<file path="src/rtl/fitbit_step_tracker.sv">
// fitbit_step_tracker: step total, per-second step rate and activity streaks driven by a synchronized slow clock
module fitbit_step_tracker #(
  parameter int TOTAL_MAX     = 9999,
  parameter int RATE_W        = 8,
  parameter int ACTIVE_THRESH = 2
) (
  input  logic              otherclk,
  input  logic              reset,
  input  logic              slowclk,
  input  logic              step_in,
  output logic [13:0]       total_steps,
  output logic              total_sat,
  output logic [RATE_W-1:0] steps_last_sec,
  output logic              sec_tick,
  output logic              rate_valid,
  output logic [7:0]        active_streak,
  output logic [7:0]        best_streak
);
  typedef enum logic {WAIT_SYNC, RUN} state_t;
  state_t state;
  logic [2:0] slow_sy, step_sy;
  logic slow_rise, step_rise, active;
  logic [RATE_W-1:0] win, win_inc, close_cnt;
  logic [13:0] total_nxt;
  logic [7:0] streak_nxt;
  always_comb begin
    win_inc    = &win ? win : win + 1'b1;
    close_cnt  = step_rise ? win_inc : win;
    total_nxt  = (step_rise && total_steps != 14'(TOTAL_MAX)) ? total_steps + 14'd1 : total_steps;
    active     = int'(close_cnt) >= ACTIVE_THRESH;
    streak_nxt = !active ? 8'd0 : (&active_streak ? active_streak : active_streak + 8'd1);
  end
  // edge pulses are registered so outputs update three edges after first sample
  always_ff @(posedge otherclk) begin
    if (reset) begin
      state          <= WAIT_SYNC;
      slow_sy        <= '0;
      step_sy        <= '0;
      slow_rise      <= 1'b0;
      step_rise      <= 1'b0;
      win            <= '0;
      total_steps    <= '0;
      total_sat      <= 1'b0;
      steps_last_sec <= '0;
      sec_tick       <= 1'b0;
      rate_valid     <= 1'b0;
      active_streak  <= '0;
      best_streak    <= '0;
    end else begin
      slow_sy     <= {slow_sy[1:0], slowclk};
      step_sy     <= {step_sy[1:0], step_in};
      slow_rise   <= slow_sy[1] & ~slow_sy[2];
      step_rise   <= step_sy[1] & ~step_sy[2];
      total_steps <= total_nxt;
      total_sat   <= total_sat | (total_nxt == 14'(TOTAL_MAX));
      sec_tick    <= 1'b0;
      if (state == WAIT_SYNC) begin
        if (slow_rise) begin
          state <= RUN;
          win   <= '0;
        end
      end else if (slow_rise) begin
        steps_last_sec <= close_cnt;
        win            <= '0;
        sec_tick       <= 1'b1;
        rate_valid     <= 1'b1;
        active_streak  <= streak_nxt;
        best_streak    <= streak_nxt > best_streak ? streak_nxt : best_streak;
      end else begin
        win <= close_cnt;
      end
    end
  end
endmodule

</file>
<file path="config.mk">
export PLATFORM = sky130hd
export DESIGN_NAME = fitbit_step_tracker
export DESIGN_NICKNAME = d
export VERILOG_FILES = /design/src/rtl/fitbit_step_tracker.sv
export SDC_FILE = /design/constraint.sdc
export NUM_CORES = 1
export LEC_CHECK = 0
export BUFFER_PORTS_ARGS = -buffer_cell sky130_fd_sc_hd__buf_2
export CAP_MARGIN = 20
export CORE_ASPECT_RATIO = 1.5
export CORE_MARGIN = 8
export CORE_UTILIZATION = 55
export DETAILED_ROUTE_END_ITERATION = 6
export PLACE_DENSITY_LB_ADDON = 0.25
export SYNTH_ARGS = -nofsm -noshare
export SYNTH_HDL_FRONTEND = slang
export SYNTH_SLANG_ARGS = --single-unit
export TNS_END_PERCENT = 1
</file>
<file path="constraint.sdc">
create_clock -name otherclk -period 6.41 [get_ports otherclk]
set_input_delay 1.282 -clock otherclk [delete_from_list [all_inputs] [get_ports otherclk]]
set_output_delay 1.282 -clock otherclk [all_outputs]
set_load 0.01 [all_outputs]
</file>
==> results of run 1 <==
-- registers in the layout, indices dropped and copies added, names as in the netlist --
register,count
active_streak,8
best_streak,8
rate_valid,1
sec_tick,1
slow_rise,1
slow_sy,3
state,1
step_rise,1
step_sy,3
steps_last_sec,8
total_sat,1
total_steps,14
win,8
-- how the worst min path moves through the flow --
stage | slack (ps) | end | from | cells after the start
floorplan | 370 | slow_rise | slow_sy[2] | 1
global placement | 370 | step_rise | step_sy[2] | 1
detailed placement | 380 | step_rise | step_sy[2] | 1
CTS | 390 | step_rise | step_sy[2] | 1
global route | 400 | step_rise | step_sy[2] | 1
finish | 390 | slow_rise | slow_sy[2] | 1
-- through the flow --
step | worst slack, ps | instances | hold slack (ps)
6_report | 2473 | 466 | 387.3
5_1_grt | 2150 | 466 | 396.9
4_1_cts | 2490 | 466 | 389.4
3_5_place_dp | 2543 | 450 | 379.1
3_3_place_gp | 2638 | 450 | 373.1
2_1_floorplan | 2724 | 357 | 367.4
-- logic make-up (layout without fill, tap and decap cells) --
group	Yosys count	in the layout	share of synthesized area (%)
buffers and inverters	36	75	4.762
adders and majority gates	11	11	4.555
xor gates and xnor gates	20	20	5.797
muxes	7	7	2.360
DFF	58	58	38.43
and+or+nand+nor	152	152	26.34
AOI/OAI and AO/OA	73	73	17.76
-- power by group through the flow --
stage          clock network [µW]  registers [µW]  logic, µW
3_3_place_gp                    0             374       15.2
5_1_grt                       402             366       17.0
4_1_cts                       388             366       15.5
6_report                      381             366       15.3
3_5_place_dp                    0             374       15.3
2_1_floorplan                   0             373       12.7
-- cell usage in the layout (no fill, tap or decap), types with 2 or more instances in the layout --
cell type	instances
a2111oi_0	2
a211oi_1	9
a21o_1	2
a21oi_1	21
a2bb2o_4	3
a31oi_1	7
and2_1	3
and3_1	4
and4_1	6
buf_2	44
bufinv_16	2
clkbuf_8	9
clkinv_4	2
clkinvlp_4	2
dfxtp_1	58
ha_1	11
inv_1	15
mux2i_1	6
nand2_1	26
nand2b_1	6
nand3_1	15
nand4_1	8
nor2_1	46
nor2b_1	11
nor3_1	7
nor4_1	2
nor4b_1	2
o211ai_1	3
o21a_1	3
o21ai_0	6
o2bb2ai_1	3
o31ai_1	4
o32ai_1	2
or3_1	7
or4_1	3
xnor2_1	10
xor2_1	10
-- final cells by class --
class,count,area [µm²],share of cell area [%]
Multi-Input combinational cell,263,1717,49.51
Sequential cell,58,1161,33.49
Timing Repair Buffer,44,220.2,6.351
Clock buffer,9,123.9,3.573
Clock inverter,7,101.3,2.923
Tap cell,70,87.58,2.526
Inverter,15,56.30,1.624
-- metal layers --
metal | vias to the layer above | GRT usage, % | share of wire [%]
met4 | 0 | 10.50 | 1.6
li1 | 1348 | - | -
met3 | 10 | 4.523 | 4.9
met2 | 61 | 33.07 | 53
met1 | 1277 | 18.17 | 40
met5 | - | 0 | 0
-- critical path: stages, from the launching register on --
cell and delay, ps:
dfxtp_1 420, ha_1 290, and4_1 340, nand4_1 120, a211oi_1 380, and3_4 330, nor2_1 70, ha_1 280
nor2b_1 130, o21a_1 160, o21a_1 180, or4_1 420, a21oi_1 540, a2bb2o_4 210
==> impl_metrics.tcl, run 1 <==
set metrics [dict create \
    cp.required_ps 6690 \
    core_um2 5368 \
    cts_sinks 58 \
    fin_skew_ps 11.23 \
    p_comb_share_pct 2.0 \
    yosysWarnings 0 \
    vias 2696 \
    nFillCells 488 \
    final_util_pct 64.59 \
    die_w_um 76.52 \
    synthFlopType "dfxtp_1" \
    critPathCaptureType "register" \
    clockBufferDepth 2 \
    synth_common_cells "58 x dfxtp_1, 46 x nor2_1, 26 x nand2_1" \
    critPathLaunchType "register" \
    r2r_start "win[0]" \
    ys_ff_latch 58 \
    min_period_ps 3937 \
    yosys.area.top_type "dfxtp_1" \
    drt-pass1-iter-count 4 \
    ant_nets 0 \
    timing.setup.tns_ps 0 \
    path_class "reg -> reg" \
    crit_fanout 13 \
    cts_resized 0 \
    antenna_found_initial 0 \
    critPathLaunch "win[0]" \
    p_total_uw 761.9 \
    cts_tree "yes" \
    post-route-period-util_pct 61.42 \
    drt_iter0_drc 156 \
    final-hold-violation-count 0 \
    synthArstFlopShare_pct 0 \
    pwr-share-seq_pct 48.0 \
    grt_max_degree 46 \
    nets 406 \
    setup_viol 0 \
    timing.rr.end "best_streak[6]" \
    status "completed" \
    htreeDepth 3 \
    max_clock_freq_mhz 254.0 \
    final_area_um2 3467 \
    via_per_inst 5.785 \
    grt_pass1_wl_um 12160 \
    ios 45 \
    cts-root-buf "clkbuf_8" \
    pwr-share-clk_pct 50.0 \
    yosysUniqueCellTypes 50 \
    drc_errors 0 \
    syn_nets 372 \
    arrival_ps 4220 \
    rows 33 \
    die_y_um 106.8 \
    synth.area.top_cells "dfxtp_1 38%, nor2_1 5.7%, ha_1 4.6%" \
    p_int_uw 588.6 \
    wl_per_cell_um 15.24 \
    cts_buffers 9 \
    rsz0062_at_grt "no" \
    hold_class "reg -> reg" \
    switchingPower_uw 173.3 \
    clock_latency_ps 350 \
    reg2reg_depth 13 \
    ir_drop_mv 0.2383 \
    gp_congestion 0.8960 \
    ff2ff_setup_slack_ps 2470 \
    drive_above_1_share_pct 17.42 \
    place_area_um2 3242 \
    worst_pin_slew_ps 811.1 \
    postRouteWirelength_um 7104 \
    io_buffers 44 \
    grt_pass1_vias 2634 \
    netSwitchingFraction_pct 22.75 \
    start_util_pct 56.29 \
    cts.clk_slew.worst_paths_ps 70 \
    grt_overflow_total 0 \
    finalMaxSlewViolations 0 \
    gr-usage-all-layers_pct 18.08 \
    synth-edff-count 0 \
    hpwl_um 5092 \
    crit_path_end "best_streak[6]" \
    cap_violations 0 \
    power_density_nw_per_um2 219.8 \
    yosysMostFrequentCell "dfxtp_1" \
    syn-mean-instance-area_um2 8.464 \
    synth_top_area_share_pct 38.43 \
    num_antenna_cells 0 \
    syn-cell-area_um2 3022 \
    synthCells 357 \
    synthToLayoutAreaGrowth_pct 14.74 \
    cts_setup_buffers 0 \
    p_leak_uw 0.001315 \
    relSlewSlack_pct 45.92 \
    cts_hold_buf 0 \
    ys_seq_area_share_pct 38.43 \
    dieArea_um2 8171 \
]
Power figures use the tool's default switching activity.
==> inputs of run 2 (changes only) <==
clock period = 3.65 ns   (was 6.41 ns; I/O delays follow)
==> impl_metrics.tcl, run 2 (synthesis results as in run 1) <==
set metrics [dict create \
    pwr-share-seq_pct 50.3 \
    wl_per_cell_um 15.05 \
    cts_setup_buffers 0 \
    core_um2 5368 \
    cap_violations 0 \
    rows 33 \
    met2_usage_pct 29.13 \
    cts.clk_slew.worst_paths_ps 70 \
    crit_fanout 7 \
    final_util_pct 66.60 \
    grt_overflow_total 0 \
    nets 417 \
    critPathCaptureType "register" \
    final_common_cell "dfxtp_1" \
    htreeDepth 3 \
    clock_latency_ps 350 \
    io_buffers 44 \
    dpl_worst_slack_ps 23.68 \
    cts-root-buf "clkbuf_8" \
    nFillCells 464 \
    gr-usage-all-layers_pct 17.40 \
    drive_above_1_share_pct 21.13 \
    pwr-share-clk_pct 47.3 \
    drt-pass1-iter-count 4 \
    max_clock_freq_mhz 289.3 \
    grt_pass1_wl_um 11720 \
    dieArea_um2 8171 \
    post-route-period-util_pct 94.71 \
    critPathLaunchType "register" \
    path_class "reg -> reg" \
    grt.met3_usage_pct 5.779 \
    drc_errors 0 \
    regMostFlops "total_steps" \
    min_period_ps 3457 \
    relSlewSlack_pct 42.93 \
    use_met1_pct 18.43 \
    final_area_um2 3575 \
    setup_viol 0 \
    setup_slack_ps 193.1 \
    mostFrequentLayoutCells "58 x dfxtp_1, 46 x nor2_1, 44 x buf_2" \
    ant_nets 0 \
    cts_tree "yes" \
    status "completed" \
    power_density_nw_per_um2 356.8 \
    place_area_um2 3321 \
    p_total_uw 1275 \
    switchingPower_uw 307.4 \
    grt_max_degree 46 \
    cts_sinks 58 \
    hold_class "reg -> reg" \
    final-hold-violation-count 0 \
    netSwitchingFraction_pct 24.10 \
    p_leak_uw 0.001363 \
    ios 45 \
    ir_drop_mv 0.3540 \
    top_usage_layer "met2" \
    via_per_inst 5.813 \
    hold_slack_ps 387.3 \
    hpwl_um 5166 \
    synthToLayoutAreaGrowth_pct 18.30 \
    multiInputGateArea_um2 1773 \
    clockBufferDepth 2 \
    arrival_ps 3730 \
    gp_congestion 0.8958 \
    drt_iter0_drc 173 \
    num_antenna_cells 0 \
    seq_area_um2 1161 \
    finalMaxSlewViolations 0 \
    die_w_um 76.52 \
    worst_pin_slew_ps 856.0 \
    largest_reg_flops 14 \
    p_int_uw 968.0 \
    grt_pass1_vias 2542 \
    p_comb_share_pct 2.4 \
    start_util_pct 56.29 \
    die_y_um 106.8 \
    vias 2773 \
    cp.required_ps 3920 \
    postRouteWirelength_um 7177 \
    cts_buffers 9 \
    antenna_found_initial 0 \
    fin_skew_ps 8.189 \
]
## run 2: what timing repair did
item | 4_1_cts | 5_1_grt
cloned | 0 | 1
pin swaps | 0 | 2
endpoints found under the hold margin | 0 | 0
hold buffers | 0 | 0
gates resized for setup | 1 | 7
setup endpoints to repair | 7 | 8
## run 2: stage by stage
stage          std cells    TNS, ps
2_1_floorplan        357          0
3_3_place_gp         460          0
3_5_place_dp         460          0
4_1_cts              476          0
5_1_grt              477  -0.002220
6_report             477          0
## run 2: final cells by class
cell class	count	area share, %
sequential	58	32.48
clock buffer	9	3.465
clock inverter	7	2.170
multi-input combinational	264	49.60
tap	70	2.450
timing repair buffer	54	8.260
inverter	15	1.575
## run 2: worst max-delay path, stage by stage (launching register included)
cell       delay (ps)
dfxtp_1           450
ha_4              200
and4_2            300
nand4_1           160
a211oi_4          290
and3_4            280
nor2_1             60
ha_1              280
nor2b_1           140
o21a_1            160
o21a_1            170
or4_1             470
a21oi_4           270
o2bb2ai_1         150
## run 2: worst paths after layout
check / start / end / slack (ps) / cells after the start
worst min-delay path: step_sy[2] / step_rise / 390 / 1
worst max-delay path: win[1] / best_streak[3] / 190 / 13
worst min register to register: step_sy[2] / step_rise / 390 / 1
worst max register to register: win[1] / best_streak[3] / 190 / 13
## run 2: per-layer routing
metal / up-vias / part of all wire (%)
met5: - / 0
met4: 0 / 3.5
met3: 23 / 4.6
met2: 74 / 51
met1: 1306 / 41
li1: 1370 / -
## run 2: power by group through the flow
stage | logic [µW] | clock network, µW | registers, µW
after floorplan | 22.5 | 0 | 654
after global placement | 28.6 | 0 | 656
after detailed placement | 29.2 | 0 | 656
after CTS | 29.8 | 617 | 642
final | 30.6 | 603 | 642
after global routing | 33.9 | 641 | 642
==> inputs of run 3 (changes only) <==
CORE_UTILIZATION = 45   (was 55)
==> impl_metrics.tcl, run 3 (synthesis results as in run 1) <==
set metrics [dict create \
    core_um2 6486 \
    start_util_pct 46.59 \
    cts_sinks 58 \
    critPathLaunchType "register" \
    place_area_um2 3321 \
    cap_violations 0 \
    antenna_found_initial 0 \
    rows 36 \
    gr-usage-all-layers_pct 14.63 \
    hpwl_um 5073 \
    ant_nets 0 \
    regMostFlops "total_steps" \
    p_leak_uw 0.001382 \
    ios 45 \
    clockBufferDepth 2 \
    grt_pass1_wl_um 11800 \
    min_period_ps 3450 \
    largest_reg_flops 14 \
    vias 2688 \
    wl_met1_um 3041 \
    grt_max_degree 46 \
    hp-start "step_sy[2]" \
    postRouteWirelength_um 7143 \
    post-route-period-util_pct 94.52 \
    finalMaxSlewViolations 0 \
    worst_pin_slew_ps 820.0 \
    timing.setup.tns_ps 0 \
    io_buffers 44 \
    multiInputGateArea_um2 1759 \
    clock_latency_ps 340 \
    mostFrequentLayoutCells "55 x dfxtp_1, 46 x nor2_1, 44 x buf_2" \
    hold_slack_ps 387.4 \
    crit_fanout 7 \
    gp_congestion 0.8105 \
    nets 419 \
    reg2reg_depth 14 \
    critPathLaunch "win[1]" \
    htreeDepth 3 \
    final_common_cell "dfxtp_1" \
    dr_wl_met2_um 3620 \
    relSlewSlack_pct 45.33 \
    drive_above_1_share_pct 22.00 \
    final_area_um2 3615 \
    seq_area_um2 1165 \
    drc_errors 0 \
    drt-pass1-iter-count 4 \
    path_class "reg -> reg" \
    cts_buffers 9 \
    grt_overflow_total 0 \
    place_inst 465 \
    synthToLayoutAreaGrowth_pct 19.63 \
    cp.required_ps 3920 \
    highest_layer "met4" \
    cts.clk_slew.worst_paths_ps 70 \
    nFillCells 638 \
    die_y_um 116.4 \
    fin_skew_ps 6.709 \
    setup_viol 0 \
    via_per_inst 5.542 \
    cts_hold_buf 0 \
    dieArea_um2 9647 \
    status "completed" \
    r2r_start "win[1]" \
    wl_met3_um 341 \
    hold_depth 1 \
    cts_tree "yes" \
    stdcell_count 485 \
    num_antenna_cells 0 \
    critPathCaptureType "register" \
    final-hold-violation-count 0 \
    die_w_um 82.91 \
    ir_drop_mv 0.3001 \
    arrival_ps 3720 \
    hold_class "reg -> reg" \
    power_density_nw_per_um2 374.3 \
    wl_per_cell_um 14.73 \
    max_clock_freq_mhz 289.9 \
    grt_pass1_vias 2577 \
    cts-root-buf "clkbuf_8" \
    drt_iter0_drc 162 \
]
## run 3: layout make-up
type / instances / area share [%]
Clock buffer: 12 / 4.292
Tap cell: 76 / 2.631
Timing Repair Buffer: 56 / 8.584
Clock inverter: 4 / 2.042
Multi-Input combinational cell: 264 / 48.67
Sequential cell: 58 / 32.23
Inverter: 15 / 1.558
## run 3: per-stage QoR
stage	power, µW	utilization [%]	setup WS (ps)
floorplan	677.0	-	119.4
detailed placement	685.9	51.20	18.54
global placement	685.6	51.20	178.2
finish	1353	55.73	200.1
CTS	1367	54.80	75.14
global route	1399	55.73	-27.35
## run 3: path summary, 6_finish.rpt
path              slack [ps]             end
hold reg to reg          390       step_rise
setup / recovery         200  best_streak[4]
hold / removal           390       step_rise
setup reg to reg         200  best_streak[4]
## run 3: critical path: stages (launching register included)
cell and delay (ps):
dfxtp_2 390, ha_2 240, nand3_1 160, o21ai_4 230, mux2i_4 310, buf_4 170, a31oi_1 140, ha_1 360
a21o_1 190, a21oi_1 140, nor2b_1 90, or4_1 520, a21oi_2 150, buf_4 180, o2bb2ai_1 120
## run 3: power by group
part | total (µW) | internal, µW | switching (µW)
Combinational | 32.5 | 12.1 | 20.4
Clock | 678 | 422 | 256
Sequential | 643 | 638 | 5.07
## run 3: what timing repair did
| action | in CTS | in global routing |
|---|---|---|
| hold endpoints to repair | 0 | 0 |
| endpoints found under the setup margin | 2 | 8 |
| buffers inserted | 0 | 3 |
| resized for setup | 1 | 9 |
| cloned | 0 | 1 |
| pin swaps | 0 | 3 |
## run 3: routing by layer
layer / vias up / global-route usage, %
li1: 1378 / -
met1: 1243 / 15.00
met2: 55 / 26.38
met3: 12 / 4.536
met4: 0 / 7.294
met5: - / 0
